### config.mk
export PLATFORM = sky130hd
export DESIGN_NAME = cmd_fetch
export DESIGN_NICKNAME = d
export VERILOG_FILES = /design/src/rtl/cmd_fetch_pkg.sv /design/src/rtl/cmd_fetch_burst_buf.sv /design/src/rtl/cmd_fetch.sv
export SDC_FILE = /design/constraint.sdc
export NUM_CORES = 1
export LEC_CHECK = 0
export BUFFER_PORTS_ARGS = -buffer_cell sky130_fd_sc_hd__clkbuf_2
export CAP_MARGIN = 20
export CORE_AREA = 2 2 180 182
export CTS_BUF_LIST = sky130_fd_sc_hd__clkbuf_16
export DETAILED_ROUTE_END_ITERATION = 16
export DIE_AREA = 0 0 182 184
export PLACE_DENSITY_LB_ADDON = 0.12
export SYNTH_ARGS = -nofsm -noshare
export SYNTH_HDL_FRONTEND = slang
export SYNTH_SLANG_ARGS = --single-unit
### constraint.sdc
create_clock -name i_clk -period 4.2 [get_ports i_clk]
set_input_delay 0.84 -clock i_clk [delete_from_list [all_inputs] [get_ports i_clk]]
set_output_delay 0.84 -clock i_clk [all_outputs]
set_load 0.01 [all_outputs]
### src/rtl/cmd_fetch_pkg.sv
// Shared constants and state encoding for the command fetcher.
// The burst length and MCB instruction codes here are also what csb decodes against.
package cmd_fetch_pkg;

  localparam int          CMD_BURST_LEN   = 8;
  localparam logic [2:0]  MCB_RD          = 3'b001;
  localparam logic [2:0]  MCB_WR          = 3'b000;
  localparam logic [29:0] CMD_REGION_BASE = 30'h000_0000;

  typedef enum logic [2:0] {
    S_IDLE,
    S_ISSUE,
    S_FILL,
    S_STREAM,
    S_RELEASE
  } state_t;

endpackage

### src/rtl/cmd_fetch_burst_buf.sv
// Burst buffer: DEPTH x DW register file with one write port and a registered read port.
// Read data holds its value while i_re is low, which keeps the last streamed word on cmd.
module cmd_burst_buf #(
  parameter int DEPTH = 8,
  parameter int AW    = 3,
  parameter int DW    = 32
) (
  input  logic          i_clk,
  input  logic          i_rst,
  input  logic          i_we,
  input  logic [AW-1:0] i_waddr,
  input  logic [DW-1:0] i_wdata,
  input  logic          i_re,
  input  logic [AW-1:0] i_raddr,
  output logic [DW-1:0] o_rdata
);

  logic [DW-1:0] r_mem [DEPTH];
  logic [DW-1:0] r_rdata;

  always_ff @(posedge i_clk) begin
    if (i_we) begin
      r_mem[i_waddr] <= i_wdata;
    end
  end

  always_ff @(posedge i_clk) begin
    if (i_rst) begin
      r_rdata <= '0;
    end else if (i_re) begin
      r_rdata <= r_mem[i_raddr];
    end
  end

  assign o_rdata = r_rdata;

endmodule

### src/rtl/cmd_fetch.sv
// Command fetcher: reads one BURST_LEN-word command from SDRAM over MCB port 1,
// buffers it, then streams it to csb as a gap-free run of ob_we strobes.
module cmd_fetch
  import cmd_fetch_pkg::*;
#(
  parameter logic [29:0] CMD_BASE  = CMD_REGION_BASE,
  parameter int          BURST_LEN = CMD_BURST_LEN,
  parameter int          IDX_W     = 7
) (
  input  logic             i_clk,
  input  logic             i_rst,
  input  logic             i_start,
  input  logic [IDX_W-1:0] i_cmd_size,
  input  logic             i_dma_p1_reads_en,
  output logic             o_dma_p1_ob_we,
  output logic [31:0]      o_cmd,
  output logic             o_p1_cmd_en,
  output logic [2:0]       o_p1_cmd_instr,
  output logic [5:0]       o_p1_cmd_bl,
  output logic [29:0]      o_p1_cmd_byte_addr,
  input  logic             i_p1_cmd_full,
  output logic             o_p1_rd_en,
  input  logic [31:0]      i_p1_rd_data,
  input  logic             i_p1_rd_empty,
  output logic [IDX_W-1:0] o_cmd_idx,
  output logic             o_busy,
  output logic             o_overrun
);

  localparam int               CNT_W = $clog2(BURST_LEN);
  localparam logic [CNT_W-1:0] LAST  = CNT_W'(BURST_LEN - 1);

  state_t           r_state, w_state_next;
  logic [CNT_W-1:0] r_wcnt, r_rcnt;
  logic [IDX_W-1:0] r_cmd_idx;
  logic             r_overrun, r_ob_we;
  logic [29:0]      r_addr;
  logic [5:0]       r_bl;
  logic [2:0]       r_instr;

  logic             w_cmd_en, w_pop, w_busy;
  logic             w_fill_done, w_stream_last;
  logic             w_buf_re;
  logic [CNT_W-1:0] w_buf_raddr;
  logic [31:0]      w_buf_rdata;

  assign w_fill_done   = w_pop && (r_wcnt == LAST);
  assign w_stream_last = (r_state == S_STREAM) && (r_rcnt == LAST);

  // buf[0] is fetched on the final pop so the first strobe carries valid data;
  // each stream cycle then prefetches the following word.
  assign w_buf_re    = w_fill_done || ((r_state == S_STREAM) && !w_stream_last);
  assign w_buf_raddr = (r_state == S_STREAM) ? r_rcnt + 1'b1 : '0;

  always_comb begin
    w_state_next = r_state;
    w_cmd_en     = 1'b0;
    w_pop        = 1'b0;
    w_busy       = (r_state != S_IDLE);
    case (r_state)
      S_IDLE: begin
        if (!i_start && i_dma_p1_reads_en && (r_cmd_idx < i_cmd_size)) begin
          w_state_next = S_ISSUE;
        end
      end
      S_ISSUE: begin
        w_cmd_en = !i_p1_cmd_full;
        if (w_cmd_en) begin
          w_state_next = S_FILL;
        end
      end
      S_FILL: begin
        w_pop = !i_p1_rd_empty;
        if (w_pop && (r_wcnt == LAST)) begin
          w_state_next = S_STREAM;
        end
      end
      S_STREAM: begin
        if (r_rcnt == LAST) begin
          w_state_next = S_RELEASE;
        end
      end
      S_RELEASE: begin
        if (!i_dma_p1_reads_en) begin
          w_state_next = S_IDLE;
        end
      end
      default: w_state_next = S_IDLE;
    endcase
  end

  always_ff @(posedge i_clk) begin
    if (i_rst) begin
      r_state   <= S_IDLE;
      r_wcnt    <= '0;
      r_rcnt    <= '0;
      r_cmd_idx <= '0;
      r_overrun <= 1'b0;
      r_ob_we   <= 1'b0;
      r_addr    <= '0;
      r_bl      <= '0;
      r_instr   <= '0;
    end else begin
      r_state <= w_state_next;
      case (r_state)
        S_IDLE: begin
          if (i_start) begin
            r_cmd_idx <= '0;
            r_overrun <= 1'b0;
          end else if (i_dma_p1_reads_en && (r_cmd_idx >= i_cmd_size)) begin
            r_overrun <= 1'b1;
          end else if (i_dma_p1_reads_en) begin
            r_addr  <= CMD_BASE + 30'(r_cmd_idx) * 30'(BURST_LEN * 4);
            r_bl    <= 6'(BURST_LEN - 1);
            r_instr <= MCB_RD;
          end
        end
        S_ISSUE: begin
          if (w_cmd_en) begin
            r_wcnt <= '0;
          end
        end
        S_FILL: begin
          if (w_pop) begin
            r_wcnt <= r_wcnt + 1'b1;
          end
          if (w_fill_done) begin
            r_rcnt  <= '0;
            r_ob_we <= 1'b1;
          end
        end
        S_STREAM: begin
          if (w_stream_last) begin
            r_ob_we   <= 1'b0;
            r_cmd_idx <= r_cmd_idx + 1'b1;
          end else begin
            r_rcnt <= r_rcnt + 1'b1;
          end
        end
        default: ;
      endcase
    end
  end

  cmd_burst_buf #(
    .DEPTH (BURST_LEN),
    .AW    (CNT_W),
    .DW    (32)
  ) u_buf (
    .i_clk   (i_clk),
    .i_rst   (i_rst),
    .i_we    (w_pop),
    .i_waddr (r_wcnt),
    .i_wdata (i_p1_rd_data),
    .i_re    (w_buf_re),
    .i_raddr (w_buf_raddr),
    .o_rdata (w_buf_rdata)
  );

  assign o_dma_p1_ob_we     = r_ob_we;
  assign o_cmd              = w_buf_rdata;
  assign o_p1_cmd_en        = w_cmd_en;
  assign o_p1_cmd_instr     = r_instr;
  assign o_p1_cmd_bl        = r_bl;
  assign o_p1_cmd_byte_addr = r_addr;
  assign o_p1_rd_en         = w_pop;
  assign o_cmd_idx          = r_cmd_idx;
  assign o_busy             = w_busy;
  assign o_overrun          = r_overrun;

endmodule

# --- Yosys cells after proc, flatten, opt, wreduce, memory -nomap -nowiden ---
# Memory sizes are Yosys's and may differ from the RTL's. A register that Yosys moved wholly into a read port is not among the register bits.
# Cells that the tools add are included.
totals:
  ff_bits: 27
  ramBits: 256
  inputBits: 45
  wordCells: 84
  memories: 1
op_classes:
  n_addsub: 3
  n_lt_le_gt_ge: 2
  eq_ne: 17
  muxes: 25
  bitwise_logic: 2
  reduce_logical: 25
mem_list:
  columns: ["memory", "words", "word_bits", "read_ports", "rd_clocked_by_memory_dff", "write_ports", "line_no", "rtl"]
  rows:
  - ["u_buf.r_mem", 8, 32, 1, 1, 1, "cmd_fetch_burst_buf.sv:18", "logic [DW-1:0] r_mem [DEPTH];"]
op_table:
  columns: ["operator", "n"]
  rows:
  - ["2-to-1 mux 3 bit", 10]
  - ["!= test 2 bit, second input constant", 10]
  - ["case mux 3 bit (5 select lines)", 1]
  - ["2-to-1 mux 7 bit", 2]
  - ["case mux 7 bit (2 select lines)", 1]
  - ["case mux 3 bit (2 select lines)", 2]
  - ["AND reduction 3 bit", 4]
  - ["equality test 3 bit, second input constant", 3]
  - ["2-to-1 mux 1 bit", 8]
  - ["nonzero test 2 bit", 4]
  - ["adder 7 x 1 -> 7 bit, second input constant", 1]
  - [">= comparator 7 bit", 1]
  - ["logical AND 1 bit", 7]
  - ["< comparator 7 bit", 1]
  - ["adder 3 x 1 -> 3 bit, second input constant", 2]
  - ["equality test 3 x 2 -> 1 bit, second input constant", 2]
  - ["AND reduction 5 bit", 1]
  - ["logical NOT 1 bit", 4]
  - ["AND reduction 4 bit", 1]
  - ["equality test 3 x 1 -> 1 bit, second input constant", 1]
  - ["logical NOT 3 bit", 1]
  - ["nonzero test 3 bit", 1]
  - ["!= test 2 x 1 -> 1 bit, second input constant", 1]
  - ["NOT 1 bit", 2]
  - ["3 further kinds", 3]

# --- Depth between registers and ports, before layout ---
# Gate-level depths: netlist (run 1).
logic_depth:
  word_depth: 5
  mapped_depth: 9
  depth_no_buf: 7

# --- Modules after synthesis ---
# Synthesis (run 1) repeated with hierarchy kept, for this count alone.
unflattened:
  hier_cells: 793
  hier_area_um2: 12627.1
by_module_without_submodules:
  columns: ["mod", "instances", "cells_per_inst", "area_per_inst_um2", "seq_area_each_um2"]
  rows:
  - ["cmd_burst_buf", 1, 598, 10958.0, 8328.0]
  - ["cmd_fetch", 1, 195, 1669.1, 520.5]

# --- Worst setup path before layout (run 1) ---
# OpenSTA, ideal clock, no wires.
synth_path:
  kind: "input port to flip-flop"
  startpoint: "in i_p1_rd_empty"
  endpoint: "mem u_buf.r_mem[0][0], enable pin"
  setup_ns: 0.461
  t_arrival_ns: 3.846
  t_required_ns: 3.739
  setup_slack_ns: -0.107
  stages: 3
  cell_sequence: "nor4b_2 -> nand2b_1 -> nor3_1"
synth_between:
  elab_chain_cells: 4
synth_rtl:
  columns: ["element", "line_no", "rtl"]
  rows:
  - ["start: declaration", "cmd_fetch.sv:24", "input logic i_p1_rd_empty,"]
  - ["logical NOT 1 bit", "cmd_fetch.sv:73", "w_pop = !i_p1_rd_empty;"]
  - ["2-to-1 mux 1 bit", "cmd_fetch.sv:60", "case (r_state)"]
  - ["2-to-1 mux 1 bit", "cmd_fetch_burst_buf.sv:22", "if (i_we) begin"]
  - ["2-to-1 mux 1 bit (not written as such)", "cmd_fetch_burst_buf.sv:23", "r_mem[i_waddr] <= i_wdata;"]
  - ["end: declaration", "cmd_fetch_burst_buf.sv:18", null]
# No other way between the ends.

# --- Worst setup path after layout (run 1) ---
layout_path:
  startpoint: "reg r_rcnt[0]"
  endpoint: "reg u_buf.r_rdata[13], in the netlist u_buf.o_rdata[13], read port of u_buf.r_mem"
layout_between:
  elab_chain_cells: 5
  elab_cells_between_ends: 7
  cone_classes: "add/sub: 1; eq/ne: 1; mux: 1; reduce/logical: 4"
layout_rtl:
  columns: ["element", "line_no", "rtl"]
  rows:
  - ["start: declaration", "cmd_fetch.sv:34", "logic [CNT_W-1:0] r_wcnt, r_rcnt;"]
  - ["start signal: assignment", "cmd_fetch.sv:137", "r_rcnt <= r_rcnt + 1'b1;"]
  - ["branches (longest 5 deep; another with adder 3 x 1 -> 3 bit)", null, null]
  - ["end: declaration", "cmd_fetch_burst_buf.sv:19", "logic [DW-1:0] r_rdata;"]
# Several ways; the timed one is not identified.
# A chain may end at the register's enable or synchronous reset.

==> flow_metrics.env, run 1 <==
export IMPL_netlist_instances=840
export IMPL_final_setup_viol_count=0
export IMPL_finClkSkew_ps=17.44
export IMPL_fp_dieArea_um2=33490
export IMPL_fmax_mhz=354.1
export IMPL_slew_viol_final=0
export IMPL_start_kind="register"
export IMPL_io_buffers=99
export IMPL_vdd_drop_max_mv=0.2481
export IMPL_cts_resized=0
export IMPL_clk_latency_ps=510
export IMPL_crit_type="register to register"
export IMPL_cts_root_buf="clkbuf_16"
export IMPL_worstMarginPinSlew_ps=885.4
export IMPL_yosysWarnings=0
export IMPL_yosys_top_cells_count="edfxtp_1 (256), dfxtp_1 (58), mux2i_1 (58)"
export IMPL_nets=1003
export IMPL_yosys_area_top_type_share_pct=61.98
export IMPL_die_h_um=184
export IMPL_pwr_density_cell_nw_per_um2=480.7
export IMPL_track_usage_pct=16.76
export IMPL_slew_headroom_pct=40.97
export IMPL_holdWs_ps=472.6
export IMPL_slowest_stage="ha_1"
export IMPL_cts_buffer_depth=3
export IMPL_drt_iter0_markers=562
export IMPL_regToRegSetupSlack_ps=1380
export IMPL_crit_path_end_kind="register"
export IMPL_post_synth_top_area_cell="edfxtp_1"
export IMPL_dp_hpwl_um=16590
export IMPL_cp_max_fo=34
export IMPL_grt_pass1_vias=7203
export IMPL_post_cts_buffers=0
export IMPL_avgSynthCellArea_um2=14.77
export IMPL_synth_edf_count=256
export IMPL_grt_antenna_before_repair=0
export IMPL_vias_per_cell=5.328
export IMPL_cts_htree_levels=2
export IMPL_worstPathArrival_ps=3220
export IMPL_antennaDiodeCount=0
export IMPL_layout_drive_gt1_share_pct=20.45
export IMPL_clk_pin_slew_ps=60
export IMPL_period_share_pct=67.24
export IMPL_crit_start="r_rcnt[0]"
export IMPL_hold_path_class="register to register"
export IMPL_cap_viol_max_count=0
export IMPL_yosysSeqAreaShare_pct=71.34
export IMPL_num_rows=65
export IMPL_wirelength_um=27910
export IMPL_wl_met1_um=13390
export IMPL_setup_tns_ps=0
export IMPL_drcViolationCount=0
export IMPL_outcome="finished clean"
export IMPL_area_growth_pct=16.79
export IMPL_met3_length_um=1175
export IMPL_yosys_cell_types_count=57
export IMPL_ant_nets=0
export IMPL_synth_async_sr_flop_share_pct=0
export IMPL_netlist_area_um2=12400
export IMPL_globalplace_congestion=0.6741
export IMPL_firstDrtPassIters=4
export IMPL_post_drt_wl_per_cell_um=20.30
export IMPL_rsz0062_at_grt="no"
export IMPL_gr_total_overflow=0
export IMPL_crit_reg2reg_launch="r_rcnt[0]"
export IMPL_cts_hold_buf=0
export IMPL_slowest_delay_ps=740
export IMPL_wl_met2_um=12790
export IMPL_timing_final_crit_period_ps=2824
export IMPL_total_power_mw=6.964
export IMPL_hold_viol_final=0
export IMPL_synth_main_ff_cell="edfxtp_1"
export IMPL_start_util_pct=39.51
export IMPL_required_ps=4600
export IMPL_via_count=7326
export IMPL_grt_max_degree=76
export IMPL_reg2reg_depth=8
export IMPL_crit_chain="ha_1, ha_1, nand4b_1, buf_4, nor2_1, buf_4, a32oi_1, a32o_1"
export IMPL_cts_buffers=36
export IMPL_critPathCapture="u_buf.o_rdata[13]"
export IMPL_synth_most_common_cell="edfxtp_1"
export IMPL_grt_first_pass_wirelength_um=43060
export IMPL_fp_dieW_um=182
export IMPL_ios=128
export IMPL_synth_area_top_cells="edfxtp_1 (62%), dfxtp_1 (9.4%), mux2i_1 (4.7%), buf_4 (1.9%), a32o_1 (1.7%)"
export IMPL_core_um2=31390
export IMPL_cts_tree="yes"
export IMPL_ys_seq_elements=314
export IMPL_clkSinkCount=314
export IMPL_r2r_end="u_buf.o_rdata[13]"
export IMPL_top_layer="met4"
export IMPL_cellLeakagePower_nw=5.029
==> layer usage <==
metal,track usage (%),up-vias
met2,26.58,176
met5,0,-
met1,24.24,3663
met4,4.548,0
met3,2.377,36
li1,-,3451
==> power breakdown <==
group / total (mW) / leakage [nW] / internal [mW] / switching (mW)
Sequential: 3.50 / 2.77 / 3.44 / 0.0666
Clock: 2.93 / 0.580 / 1.75 / 1.17
Combinational: 0.536 / 1.68 / 0.205 / 0.331
==> worst max-delay path, delay by kind of cell (launching register included) <==
kind,cells,cell delay (ps)
fa+ha+maj,2,930
buf+inv,2,670
compound gates,2,440
simple gates,2,340
flops,1,310
==> state kept, by name, indices dropped and copies added (netlist names) <==
signal / cells
o_overrun: 1
r_state: 3
r_rcnt: 3
r_wcnt: 3
o_p1_cmd_byte_addr: 7
u_buf.r_mem: 256
o_dma_p1_ob_we: 1
o_p1_cmd_instr: 1
u_buf.o_rdata: 32
o_cmd_idx: 7
==> through the flow <==
stage	setup WS [ps]	util, %	area, µm²	instances
finish	1376	46.14	14490	1375
global placement	1359	42.50	13340	1309
detailed placement	1296	42.50	13340	1309
global route	1163	46.14	14490	1375
floorplan	745.3	-	12510	867
CTS	1372	46.09	14470	1374
==> placed cells by master (no fill, tap or decap), types with 3 or more instances in the layout <==
cell,count
clkbuf_2,99
o22ai_1,20
nor2_4,6
buf_4,23
buf_12,3
conb_1,28
dfxtp_1,57
a21oi_4,3
clkinv_1,10
a32oi_1,20
nor3_1,13
nand2b_1,7
o21ai_0,4
mux2_2,5
inv_1,21
a21oi_1,27
a211oi_1,3
o211ai_1,21
mux2i_1,58
edfxtp_1,256
o221ai_1,22
o22a_1,9
xor2_1,4
a22oi_1,3
nand3_1,13
nor2_1,48
ha_1,12
clkbuf_16,38
a311oi_1,11
nor2b_1,5
nand2_1,56
a32o_1,21
==> worst min-delay path by stage <==
stage	slack, ps	from	cells past startpoint	to
2_1_floorplan	460	r_wcnt[0]	2	r_wcnt[0]
3_3_place_gp	460	u_buf.o_rdata[20]	1	u_buf.o_rdata[20]
3_5_place_dp	470	o_overrun	2	o_overrun
4_1_cts	480	o_overrun	2	o_overrun
5_1_grt	490	u_buf.o_rdata[17]	1	u_buf.o_rdata[17]
6_report	470	o_overrun	2	o_overrun
==> cell families after synthesis <==
| family | count (synthesis) | synth area share, % |
|---|---|---|
| simple gates | 170 | 6.436 |
| buf+inv | 96 | 4.156 |
| fa+ha+maj | 12 | 1.210 |
| flops | 314 | 71.34 |
| compound gates | 179 | 11.34 |
| xor+xnor | 5 | 0.3531 |
| mux | 63 | 5.135 |
| other cells | 1 | 0.03023 |
==> final cells by class <==
cell class	count	area [µm²]
repair buffers	126	743.2
fillers	2780	16910
flip-flops and latches	314	8850
clock inverters	27	176.4
clock buffers	38	950.9
multi-input cells	457	3221
well taps	402	503.0
inverters	11	41.29
(Power assumes the default switching activity.)
==> run 2, diff against run 1 <==
- clock period: 4.2 -> 2.7 ns (I/O delays scaled with it)
==> run 2 against run 1 <==
  * Sequential power is 55% higher
  * Die area unchanged
  * Sequential share of layout area increased by 0.11 points
  * Combinational power up 67%
  * Clock skew is 2.3 ps higher
  * Register-to-register slack worse by 1000 ps
  * Final cell count rose by 0.22%
  * Highest routed layer is now met5
==> flow_metrics.env, run 2 (synthesized netlist as in run 1, its figures left out) <==
export IMPL_outcome="finished clean"
export IMPL_vias_per_cell=5.355
export IMPL_crit_start="r_state[0]"
export IMPL_cts_htree_levels=2
export IMPL_num_rows=65
export IMPL_ios=128
export IMPL_slew_headroom_pct=35.17
export IMPL_cts_hold_buf=0
export IMPL_post_cts_buffers=0
export IMPL_numPlacedInstances=1320
export IMPL_crit_reg2reg_launch="r_state[2]"
export IMPL_finClkSkew_ps=19.71
export IMPL_globalplace_congestion=0.7088
export IMPL_slew_viol_final=0
export IMPL_io_buffers=99
export IMPL_start_kind="register"
export IMPL_setup_tns_ps=0
export IMPL_r2r_end="u_buf.o_rdata[29]"
export IMPL_fp_dieArea_um2=33490
export IMPL_wirelength_um=28890
export IMPL_cellLeakagePower_nw=5.032
export IMPL_gr_total_overflow=0
export IMPL_fillCellCount=2785
export IMPL_core_um2=31390
export IMPL_cts_resized=0
export IMPL_cts_buffer_depth=3
export IMPL_cts_root_buf="clkbuf_16"
export IMPL_clk_latency_ps=500
export IMPL_grt_first_pass_wirelength_um=43800
export IMPL_via_count=7379
export IMPL_clkSinkCount=314
export IMPL_drt_iter0_markers=553
export IMPL_layout_drive_gt1_share_pct=21.00
export IMPL_cts_tree="yes"
export IMPL_drcViolationCount=0
export IMPL_crit_type="register to primary output"
export IMPL_critPathCapture="o_p1_cmd_en"
export IMPL_dp_hpwl_um=16390
export IMPL_clk_pin_slew_ps=60
export IMPL_final_cell_mix="edfxtp_1 (256), clkbuf_2 (99), mux2i_1 (58)"
export IMPL_cap_viol_max_count=0
export IMPL_antennaDiodeCount=0
export IMPL_post_drt_wl_per_cell_um=20.97
export IMPL_grt_pass1_vias=7290
export IMPL_regToRegSetupSlack_ps=380
export IMPL_crit_path_end_kind="primary output"
export IMPL_pwr_density_cell_nw_per_um2=718.1
export IMPL_holdWs_ps=315.7
export IMPL_timing_final_crit_period_ps=2421
export IMPL_fmax_mhz=413.1
export IMPL_nets=1011
export IMPL_final_setup_viol_count=0
export IMPL_largest_reg_flops=256
export IMPL_hold_path_class="input port to register"
export IMPL_final_cells=1378
export IMPL_reg2reg_depth=5
export IMPL_vdd_drop_max_mv=0.3339
export IMPL_cp_max_fo=12
export IMPL_fp_dieW_um=182
export IMPL_die_h_um=184
export IMPL_firstDrtPassIters=5
export IMPL_required_ps=2160
export IMPL_cts_buffers=34
export IMPL_period_share_pct=89.65
export IMPL_start_util_pct=39.51
export IMPL_rsz0062_at_grt="no"
export IMPL_grt_max_degree=65
export IMPL_ant_nets=0
export IMPL_hold_viol_final=0
export IMPL_area_growth_pct=16.57
export IMPL_worstMarginPinSlew_ps=972.4
export IMPL_worstPathArrival_ps=1880
export IMPL_grt_antenna_before_repair=1
export IMPL_track_usage_pct=17.27
export IMPL_mostFrequentLayoutCell="edfxtp_1"
export IMPL_regMostFlops="u_buf.r_mem"
## run 2: changes by cell type in the layout (fill, tap and decap cells not counted), sizes merged
cell      previous run  this run
clkbuf             137       133
bufinv               2         0
inv                 21        22
buf                 27        37
clkinvlp             2         0
## run 2: per-stage QoR
| step | util [%] | total power [mW] | setup WS [ps] | instance area, µm² |
|---|---|---|---|---|
| after floorplan | - | 6.126 | -325.4 | 12540 |
| after global placement | 43.00 | 6.414 | 436.4 | 13500 |
| after detailed placement | 43.00 | 6.419 | 406.3 | 13500 |
| after CTS | 46.06 | 10.49 | 230.0 | 14460 |
| after global routing | 46.06 | 10.80 | 34.45 | 14460 |
| final | 46.06 | 10.38 | 279.4 | 14460 |
## run 2: worst max-delay path, cell delays in order (launching register included)
cell and delay [ps]:
dfxtp_1 470, buf_4 240, nor4b_1 440, clkbuf_2 240
## run 2: worst min path at each step
stage / start / to / cells after the start
6_report: i_p1_rd_data[17] / u_buf.r_mem[0][17] / 1
5_1_grt: i_p1_rd_data[14] / u_buf.r_mem[0][14] / 1
4_1_cts: i_p1_rd_data[27] / u_buf.r_mem[1][27] / 1
3_5_place_dp: u_buf.o_rdata[29] / u_buf.o_rdata[29] / 1
3_3_place_gp: u_buf.o_rdata[7] / u_buf.o_rdata[7] / 1
2_1_floorplan: r_wcnt[0] / r_wcnt[0] / 2
## run 2: where the power goes
group | internal (mW) | total [mW] | leakage (nW) | switching [mW]
Sequential | 5.34 | 5.41 | 2.77 | 0.0678
Clock | 2.28 | 4.08 | 0.515 | 1.80
Combinational | 0.344 | 0.894 | 1.75 | 0.550
## run 2: layout make-up
type                       instances  area (µm²)  area share [%]
sequential                       314        8850           61.21
clock buffer                      34       850.8           5.884
clock inverter                    24       108.9          0.7529
tap                              402       503.0           3.479
timing repair buffer             136       873.3           6.040
inverter                          11       41.29          0.2856
multi-input combinational        457        3232           22.35
## run 2: per-layer routing
metal,up-vias,part of all wire (%),global-route usage [%]
li1,3463,-,-
met1,3697,48,24.30
met2,176,46,27.79
met3,41,4.9,3.427
met4,2,1.6,3.935
met5,-,0.042,0
==> run 3, diff against run 2 <==
- CORE_AREA: 2 2 180 182 -> 2 2 181 183
- DIE_AREA: 0 0 182 184 -> 0 0 183 185
- SYNTH_HIERARCHICAL: not set -> 1
==> run 3 against run 2 <==
  * Critical path depth increased by 5
  * Hold slack lost 12 ps
  * Sequential share of layout area down 1.7 points
  * Utilization rose by 0.35 points
  * Global-route usage decreased by 1.4 points
  * Fmax fell by 2.7%
  * Sequential power down 2%
  * Synthesized cell count shrank 5.6%
  * Largest cell class unchanged
  * Largest power group unchanged
==> flow_metrics.env, run 3 <==
export IMPL_required_ps=3080
export IMPL_worstMarginPinSlew_ps=1063
export IMPL_rsz0062_at_grt="no"
export IMPL_avgSynthCellArea_um2=15.92
export IMPL_cts_tree="yes"
export IMPL_drcViolationCount=0
export IMPL_finClkSkew_ps=22.39
export IMPL_synth_main_ff_cell="edfxtp_1"
export IMPL_antennaDiodeCount=0
export IMPL_synth_edf_count=256
export IMPL_ios=128
export IMPL_cap_viol_max_count=0
export IMPL_worstPathArrival_ps=2870
export IMPL_grt_antenna_before_repair=0
export IMPL_cts_hold_buf=0
export IMPL_vias_per_cell=5.158
export IMPL_hold_path_class="input port to register"
export IMPL_synth_area_top_cells="edfxtp_1 (61%), dfxtp_1 (9.2%), mux2i_1 (5.9%), mux2_2 (5.7%), buf_4 (2.1%)"
export IMPL_yosys_cell_types_count=44
export IMPL_p_clk_share_pct=44.7
export IMPL_p_comb_share_pct=4.0
export IMPL_layout_drive_gt1_share_pct=29.16
export IMPL_slew_viol_final=0
export IMPL_cell_internal_pwr_mw=8.187
export IMPL_synth_async_sr_flop_share_pct=0
export IMPL_cts_buffers=36
export IMPL_cts_root_buf="clkbuf_16"
export IMPL_regMostFlops="u_buf/r_mem"
export IMPL_final_setup_viol_count=0
export IMPL_gr_total_overflow=0
export IMPL_start_util_pct=39.41
export IMPL_ys_seq_elements=314
export IMPL_period_share_pct=92.11
export IMPL_numPlacedInstances=1286
export IMPL_die_h_um=185
export IMPL_fp_dieW_um=183
export IMPL_regToRegSetupSlack_ps=210
export IMPL_yosysSeqAreaShare_pct=70.08
export IMPL_switching_share_pct=20.50
export IMPL_final_cells=1351
export IMPL_io_buffers=99
export IMPL_pwr_density_cell_nw_per_um2=692.6
export IMPL_mostFrequentLayoutCell="edfxtp_1"
export IMPL_switching_power_mw=2.111
export IMPL_outcome="finished clean"
export IMPL_cellLeakagePower_nw=5.071
export IMPL_pwr_share_seq_pct=51.3
export IMPL_yosys_area_top_type_share_pct=60.88
export IMPL_yosys_top_cells_count="edfxtp_1 (256), mux2i_1 (75), mux2_2 (64), nor2_1 (64), dfxtp_1 (58)"
export IMPL_dp_hpwl_um=15590
export IMPL_final_cell_mix="edfxtp_1 (256), clkbuf_2 (99), mux2i_1 (75)"
export IMPL_netlist_instances=793
export IMPL_slew_headroom_pct=29.07
export IMPL_fmax_mhz=402.1
export IMPL_nets=973
export IMPL_synth_most_common_cell="edfxtp_1"
export IMPL_netlist_area_um2=12630
export IMPL_timing_final_crit_period_ps=2487
export IMPL_ant_nets=0
export IMPL_globalplace_congestion=0.7209
export IMPL_post_synth_top_area_cell="edfxtp_1"
export IMPL_grt_max_degree=33
export IMPL_track_usage_pct=15.90
export IMPL_start_kind="register"
export IMPL_cts_htree_levels=2
export IMPL_setup_tns_ps=0
export IMPL_crit_path_end_kind="register"
export IMPL_cts_resized=0
export IMPL_post_cts_buffers=0
export IMPL_grt_pass1_vias=6920
export IMPL_drt_iter0_markers=371
export IMPL_clk_pin_slew_ps=60
export IMPL_cp_max_fo=18
export IMPL_core_um2=32040
export IMPL_firstDrtPassIters=4
export IMPL_clk_latency_ps=520
export IMPL_crit_type="register to register"
export IMPL_yosysWarnings=6
export IMPL_fp_dieArea_um2=33860
export IMPL_hold_viol_final=0
export IMPL_vdd_drop_max_mv=0.4434
export IMPL_area_growth_pct=17.75
export IMPL_wirelength_um=26550
export IMPL_largest_reg_flops=256
export IMPL_num_rows=66
export IMPL_clkSinkCount=314
export IMPL_via_count=6969
export IMPL_grt_first_pass_wirelength_um=40860
export IMPL_post_drt_wl_per_cell_um=19.65
export IMPL_cts_buffer_depth=3
## run 3: changes by cell type after synthesis, moves of 16 or more
cell / change
mux2i_1: +17
a221o_1: +18
o211ai_1: -21
mux2_2: +59
a211oi_2: +18
a32o_1: -21
a32oi_1: -20
a21oi_1: -21
a211oi_1: +16
nand2_1: -46
## run 3: kinds of logic after synthesis
| logic type | after synthesis | share of synthesized area [%] |
|---|---|---|
| compound gates | 117 | 7.937 |
| simple gates | 119 | 4.459 |
| buf+inv | 85 | 4.241 |
| fa+ha+maj | 12 | 1.189 |
| flops | 314 | 70.08 |
| xor+xnor | 6 | 0.4162 |
| other cells | 1 | 0.02970 |
| mux | 139 | 11.65 |
## run 3: per-stage QoR
| stage | area (µm²) | total power [mW] | hold WS [ps] | worst slack (ps) | util [%] |
|---|---|---|---|---|---|
| 6_report | 14870 | 10.30 | 303.8 | 213.1 | 46.40 |
| 3_5_place_dp | 13740 | 5.802 | 468.1 | 207.7 | 42.89 |
| 5_1_grt | 14870 | 10.70 | 303.9 | 46.67 | 46.40 |
| 2_1_floorplan | 12740 | 5.663 | 457.3 | -450.9 | - |
| 4_1_cts | 14870 | 10.45 | 294.9 | 203.4 | 46.40 |
| 3_3_place_gp | 13740 | 5.797 | 460.7 | 283.5 | 42.89 |
## run 3: cell type report
cell class                      count  area, µm²
Clock buffer                       37      925.9
Timing Repair Buffer              132      918.4
Multi-Input combinational cell    421       3425
Fill cell                        2840      17170
Clock inverter                     28      198.9
Inverter                           11      41.29
Sequential cell                   314       8848
Tap cell                          408      510.5
## run 3: power groups by stage
stage,Sequential (mW),Clock [mW],Combinational [mW]
2_1_floorplan,5.39,0,0.271
3_3_place_gp,5.39,0,0.412
3_5_place_dp,5.39,0,0.416
4_1_cts,5.28,4.75,0.418
5_1_grt,5.28,4.96,0.454
6_report,5.28,4.60,0.410
## run 3: path summary, 6_finish.rpt
path                                             start                endpoint  cells past startpoint
worst max-delay path                         r_rcnt[0]        u_buf/o_rdata[1]                      8
worst min-delay path                   i_p1_rd_data[1]       u_buf/r_mem[2][1]                      1
worst min register to register  o_p1_cmd_byte_addr[10]  o_p1_cmd_byte_addr[10]                      2
worst max register to register               r_rcnt[0]        u_buf/o_rdata[1]                      8
## run 3: metal layers
metal / vias to the layer above / track usage, % / part of all wire, %
li1: 3265 / - / -
met1: 3523 / 20.74 / 45
met3: 31 / 2.930 / 3.9
met4: 0 / 3.840 / 1.4
met2: 150 / 27.55 / 49
met5: - / 0 / 0
## run 3: critical path, cell delays in order (launching register included)
cell and delay, ps:
dfxtp_1 310, ha_1 190, ha_1 260, and2_1 200, nor2b_2 780, buf_12 260, a22oi_1 100, o221ai_1 130
a211oi_1 100
